`src/rtl/ifetch_unit.sv`:
```
// ifetch_unit: instruction fetch with a 2-entry {instr,pc} buffer,
// one outstanding imem request, and redirect flush/drain handling.
// Ports: clk, rst (async, active-high); imem_req/imem_addr/imem_ack/
// imem_rdata to instruction memory; instr_valid/instr_ready/instr/
// instr_pc toward decode; redirect_valid/redirect_pc from branch unit;
// misalign_err sticky flag. Define IFETCH_PERF_CNT_EN to add the
// fetch_count and stall_count outputs.
module ifetch_unit #(
  parameter int          N        = 32,
  parameter logic [N-1:0] RESET_PC = '0
) (
  input  logic         clk,
  input  logic         rst,
  output logic         imem_req,
  output logic [N-1:0] imem_addr,
  input  logic         imem_ack,
  input  logic [N-1:0] imem_rdata,
  output logic         instr_valid,
  input  logic         instr_ready,
  output logic [N-1:0] instr,
  output logic [N-1:0] instr_pc,
  input  logic         redirect_valid,
  input  logic [N-1:0] redirect_pc,
  output logic         misalign_err
`ifdef IFETCH_PERF_CNT_EN
  ,
  output logic [31:0]  fetch_count,
  output logic [31:0]  stall_count
`endif
);

  typedef enum logic {
    FETCH,
    DRAIN
  } state_t;

  state_t state, state_nxt;

  logic [N-1:0] pc;
  logic [N-1:0] hold_addr;
  logic [N-1:0] fdata [2];
  logic [N-1:0] fpc   [2];
  logic         rd_ptr;
  logic         wr_ptr;
  logic [1:0]   count;

  logic ack_ok;
  logic push;
  logic pop;

  // A redirect hides the head in the same cycle, so no pop
  // can slip through alongside a flush.
  assign instr_valid = (count != 2'd0) && !redirect_valid;
  assign pop         = instr_valid && instr_ready;
  assign instr       = fdata[rd_ptr];
  assign instr_pc    = fpc[rd_ptr];

  // An ack only counts against a live request.
  assign ack_ok = imem_req && imem_ack;
  assign push   = ack_ok && (state == FETCH) && !redirect_valid;

  always_ff @(posedge clk or posedge rst) begin
    if (rst) state <= FETCH;
    else     state <= state_nxt;
  end

  // Once asserted in FETCH the request cannot drop: occupancy only
  // falls until the ack, and a redirect moves the request to DRAIN
  // where hold_addr keeps the old address on the bus.
  always_comb begin
    state_nxt = state;
    imem_req  = 1'b0;
    imem_addr = {pc[N-1:2], 2'b00};
    unique case (state)
      FETCH: begin
        imem_req = !rst && ((count != 2'd2) || pop);
        if (redirect_valid && imem_req && !imem_ack)
          state_nxt = DRAIN;
      end
      DRAIN: begin
        imem_req  = !rst;
        imem_addr = hold_addr;
        if (imem_ack)
          state_nxt = FETCH;
      end
      default: state_nxt = FETCH;
    endcase
  end

  always_ff @(posedge clk or posedge rst) begin
    if (rst) begin
      pc        <= RESET_PC;
      hold_addr <= '0;
    end else begin
      if (state == FETCH && state_nxt == DRAIN)
        hold_addr <= imem_addr;
      if (redirect_valid)
        pc <= {redirect_pc[N-1:2], 2'b00};
      else if (push)
        pc <= pc + N'(4);
    end
  end

  always_ff @(posedge clk or posedge rst) begin
    if (rst) begin
      fdata[0] <= '0;
      fdata[1] <= '0;
      fpc[0]   <= '0;
      fpc[1]   <= '0;
      rd_ptr   <= 1'b0;
      wr_ptr   <= 1'b0;
      count    <= 2'd0;
    end else if (redirect_valid) begin
      rd_ptr <= 1'b0;
      wr_ptr <= 1'b0;
      count  <= 2'd0;
    end else begin
      if (push) begin
        fdata[wr_ptr] <= imem_rdata;
        fpc[wr_ptr]   <= imem_addr;
        wr_ptr        <= ~wr_ptr;
      end
      if (pop)
        rd_ptr <= ~rd_ptr;
      unique case ({push, pop})
        2'b10:   count <= count + 2'd1;
        2'b01:   count <= count - 2'd1;
        default: count <= count;
      endcase
    end
  end

  always_ff @(posedge clk or posedge rst) begin
    if (rst)
      misalign_err <= 1'b0;
    else if (redirect_valid && (redirect_pc[1:0] != 2'b00))
      misalign_err <= 1'b1;
  end

`ifdef IFETCH_PERF_CNT_EN
  always_ff @(posedge clk or posedge rst) begin
    if (rst) begin
      fetch_count <= '0;
      stall_count <= '0;
    end else begin
      if (push)
        fetch_count <= fetch_count + 32'd1;
      if (imem_req && !imem_ack)
        stall_count <= stall_count + 32'd1;
    end
  end
`endif

endmodule

```
`config.mk`:
```
export PLATFORM = sky130hd
export DESIGN_NAME = ifetch_unit
export DESIGN_NICKNAME = d
export VERILOG_FILES = /design/src/rtl/ifetch_unit.sv
export SDC_FILE = /design/constraint.sdc
export NUM_CORES = 1
export LEC_CHECK = 0
export ABC_CLOCK_PERIOD_IN_PS = 12900
export CORE_UTILIZATION = 49
export CTS_CLUSTER_SIZE = 16
export DETAILED_ROUTE_END_ITERATION = 12
export DONT_BUFFER_PORTS = 1
export SETUP_SLACK_MARGIN = 0.4
export SLEW_MARGIN = 20
export SYNTH_ARGS = -nofsm -noshare
export SYNTH_HDL_FRONTEND = slang
export SYNTH_SLANG_ARGS = --single-unit
```
`constraint.sdc`:
```
create_clock -name clk -period 12.9 [get_ports clk]
set_clock_uncertainty 0.05 [all_clocks]
set_input_delay 1.29 -clock clk [delete_from_list [all_inputs] [get_ports clk]]
set_output_delay 1.29 -clock clk [all_outputs]
set_load 0.1 [all_outputs]
```
; ---- Yosys cells after proc, flatten, opt, wreduce, memory -nomap -nowiden
; Index checks and enable logic that the tools add are counted.
[classes]
mux = 23
magnitude_cmp = 3
reduce_logical = 21
eq_ne = 3
add_sub_neg = 3
n_bitwise = 6
[ops]
columns = op, n
row1 = $mux 32, 10
row2 = $bwmux 64, 2
row3 = $add 32x3->32 const B, 1
row4 = $demux 32 s1, 1
row5 = $logic_and 1x1->1, 11
row6 = $reduce_bool 2->1, 4
row7 = $mux 1, 6
row8 = $ge 2x2->1 const B, 2
row9 = $not 1->1, 4
row10 = $not 1->2, 2
row11 = $pmux 1 s2, 2
row12 = $pmux 2 s2, 1
row13 = $logic_not 1->1, 3
row14 = $reduce_bool 3->1, 1
row15 = $add 2x1->2 const B, 1
row16 = $eq 2x1->1 const B, 1
row17 = $eq 2x2->1 const B, 1
row18 = $lt 2x1->1 const B, 1
row19 = $mux 2, 1
row20 = $ne 2x2->1 const B, 1
row21 = $reduce_and 2->1, 1
row22 = $sub 2x1->2 const B, 1
row23 = $logic_or 1x1->1, 1
[word_totals]
reg_bits = 198
input_bits = 69
wordCells = 70

; ---- Logic depth before layout (Yosys ltp)
[depth]
word_depth = 12
ltp_mapped = 8

; ---- Worst setup path after synthesis
; Ideal clock, no wire load.
[synth_timing]
path_kind = input to register
from = input port rst
to = register count[1]
t_arrival_ns = 6.174
setup_time_ns = 0.099
slack_ns = 6.577
stages = 4
cell_sequence = inv_1 and3_1 a21oi_1 a311oi_1
[synth_via]
elab_chain_cells = 9
word_cells_on_any_way = 11
classes_between = 2 x eq/ne / 3 x mux / 6 x reduce/logical
[synth_lines]
columns = element, line
row1 = from (decl), 13  ; input logic rst,
row2 = $logic_not 1->1 (no source line) *, --
row3 = $logic_and 1x1->1, 76  ; imem_req = !rst && ((count != 2'd2) || pop);
row4 = $pmux 1 s2 *, 74  ; unique case (state)
row5 = $logic_and 1x1->1 *, 59  ; assign ack_ok = imem_req && imem_ack;
row6 = $logic_and 1x1->1 * (2 in series), 60  ; assign push = ack_ok && (state == FETCH) && !redirect_valid;
row7 = $eq 2x1->1 or $eq 2x2->1 (tied branches), 125  ; unique case ({push, pop})
row8 = $pmux 2 s2, 125
row9 = $mux 2, 113  ; end else if (redirect_valid) begin
row10 = to (signal assigned), 126  ; 2'b10: count <= count + 2'd1;
row11 = to (signal assigned), 127  ; 2'b01: count <= count - 2'd1;
row12 = to (signal assigned), 128  ; default: count <= count;
row13 = to (decl), 45  ; logic [1:0] count;
; Mark *: on every way between the ends. The rest lies on a longest branch, timed or not.
; A chain may end at the register's enable or synchronous reset.

; ---- Worst setup path in the final report
[layout_timing]
from = register rd_ptr
to = output port instr[0]
[layout_via]
elab_chain_cells = 4
[layout_lines]
columns = element, line
row1 = from (decl), 43  ; logic rd_ptr;
row2 = from (signal assigned), 124  ; rd_ptr <= ~rd_ptr;
row3 = $not 1->2 (not written as such), 55  ; assign instr = fdata[rd_ptr];
row4 = $mux 32 (not written as such) (3 in series), 55
row5 = to (decl), 20  ; output logic [N-1:0] instr,
; No other way between the ends. The select of a mux whose other input is x is not followed.

==> results.cfg <==
[timing]
tightest_slew_ns = 1.05
rsz0062_at_grt = false
worst_slack_ns = 8.97
slew_headroom_pct = 29.8
period_needed_ns = 3.93
setup_tns_ns = 0
finalCritPeriodShare_pct = 30.4
holdWs_ns = 0.424
hold_viol_final = 0
drv_slew = 0
setup_viol = 0
fmax_mhz = 255

[routing]
drt-total-wl_um = 18800
via_per_inst = 5.61
firstDrtPassIters = 8
post-route-drc-count = 26
vias = 5625
ant_nets = 0
wl_per_cell_um = 18.7
dr.first_iter.drc_count = 228

[cts]
clock-sinks = 196
htreeDepth = 4
cts.hold.buffers_added = 0
cts_tree = built
cts.path.max_buffers = 2
post-cts-setup-buffer-count = 0
cts_buffers = 17
cts_resized = 0
clk_pin_slew_worst_paths_ns = 0.07
clockRootBuffer = clkbuf_16
insertion_delay_ns = 0.43

[run_status]
status = finished with violations
violations = design-rule violations

[logic_synthesis]
synthFlopType = dfrtp_1
yosysWarnings = 0
synth_edf_count = 0
syn-cell-area_mm2 = 0.00909
synth_common_cells = 196 x dfrtp_1, 159 x mux2_2, 63 x nand2_1
seq_area_frac_synth_pct = 54.0
synth_nets = 853
ys_seq_elements = 196
yosys.area.top_type = dfrtp_1
async_flop_share_pct = 100
ys_top_cells_by_area = dfrtp_1 54%, mux2_2 20%, mux2i_1 3.5%, o21ai_0 3.2%, nand2_1 2.6%
synth.most_common_cell = dfrtp_1
ys_types = 47
syn_avg_cell_area_um2 = 11.6
synthCells = 783
synth.top_cell.area_share_pct = 54.0

[worst_setup_path]
crit_type = reg -> out
crit_buf_inv = 1
required_ns = 11.56
r2r-end = fdata[47]
cp_max_fo = 36
worstPathArrival_ns = 2.59
slowest_delay_ns = 0.98
worstSetupEndpointType = output pin
setup.worst_path.start_class = flop
r2r_setup_slack_ns = 9.61
r2r_start = state
cp_top_family = flip-flops
cp_slowest_cell = dfrtp_2
r2r_cells = 5
cp_cell_sequence = buf_4, mux2_2

[power]
vdd_drop_max_v = 0.000102
leakage_nw = 4.25
finalPower_mw = 2.21
pwr_density_cell_mw_per_mm2 = 225

[layout]
nets = 831
design_area_mm2 = 0.00985
n_antenna_cell = 0
syn_to_final_growth_pct = 8.40
fill_cells = 1559
drive_gt1_share_pct = 27.8

[global_routing]
grt_overflow_total = 0
grt_pass1_vias = 5628
grt_max_degree = 128
grt_pass1_wl_um = 30300
antenna_found_initial = 0
grt_usage_pct = 20.2

[placed_design]
io_buffers = 0
post-dp-hpwl_um = 12500
placed_cell_area_mm2 = 0.00924
gp_congestion = 0.818
dp_slack_ns = 9.24

[die]
initial_core_util_pct = 50.2
dieArea_mm2 = 0.0191
rows = 49
core_mm2 = 0.0181
io_pins = 168
die_h_um = 138
die_x_um = 138

[min_path]
min_to = fpc[31]
hold_depth = 2
holdCritStartpoint = fpc[31]
hold_class = reg -> reg

[job]
maxCapViolations = 0
## routing by layer
metal	vias up	track usage (%)	routed length [µm]
met4	0	6.51	320
li1	2655	-	-
met1	2783	26.5	8420
met3	24	5.78	1180
met5	-	0	0
met2	163	32.4	8860
## worst max-delay path by stage
stage | startpoint | endpoint | slack, ns | cells after the start
2_1_floorplan | rst | count[0] | 6.21 | 1
3_3_place_gp | rst | fdata[54] | 9.31 | 5
3_5_place_dp | rst | fdata[36] | 9.24 | 5
4_1_cts | rd_ptr | instr_pc[31] | 8.91 | 2
5_1_grt | rd_ptr | instr_pc[31] | 8.86 | 2
6_report | rd_ptr | instr[0] | 8.97 | 2
## state kept, by name (all words and copies together), names as in the netlist
register,flops
fdata,64
fpc,64
hold_addr,32
pc,30
count,2
misalign_err,1
rd_ptr,1
state,1
wr_ptr,1
## metrics by stage
step           instances  utilization, %
6_report            1003            54.5
5_1_grt             1003            54.5
3_5_place_dp         971            51.1
4_1_cts             1003            54.5
3_3_place_gp         971            51.1
2_1_floorplan        783               -
## worst register-to-register path: cells and delay by family (launching register included)
family,cells,cell delay [ns]
and+or+nand+nor,2,0.89
DFF,1,0.77
buffers and inverters,1,0.58
AOI/OAI and AO/OA,1,0.45
muxes,1,0.43
## cell type report
| cell class | count | area (µm²) | share of cell area (%) |
|---|---|---|---|
| timing repair buffer | 7 | 52.6 | 0.533 |
| sequential | 196 | 4910 | 49.8 |
| inverter | 37 | 146 | 1.49 |
| clock buffer | 19 | 433 | 4.39 |
| clock inverter | 13 | 175 | 1.78 |
| tap | 229 | 287 | 2.91 |
| multi-input combinational | 502 | 3850 | 39.1 |
## logic make-up after synthesis
kind of cell,synth area share (%)
AO/OA/AOI/OAI,6.37
XOR/XNOR,2.31
adder cells (fa/ha/maj),0.138
buffers and inverters,4.03
flip-flops,54.0
multiplexers,23.2
AND/OR/NAND/NOR,9.94
## where the power goes
part	switching [mW]	internal [mW]	total, mW
sequential	0.0809	0.754	0.835
combinational	0.676	0.155	0.831
clock	0.237	0.309	0.547
## placed cells by master, fill, tap and decap left out, drive strengths merged, types with 6 or more instances in the layout
cell type,instances
nor2,41
dfrtp,196
nand4,12
and3,6
a21oi,34
inv,41
nand3,17
and2,8
buf,7
xnor2,8
clkbuf,19
xor2,16
nand2,63
o21ai,59
mux2,159
mux2i,32
nor2b,8
Power figures use the tool's default switching activity.
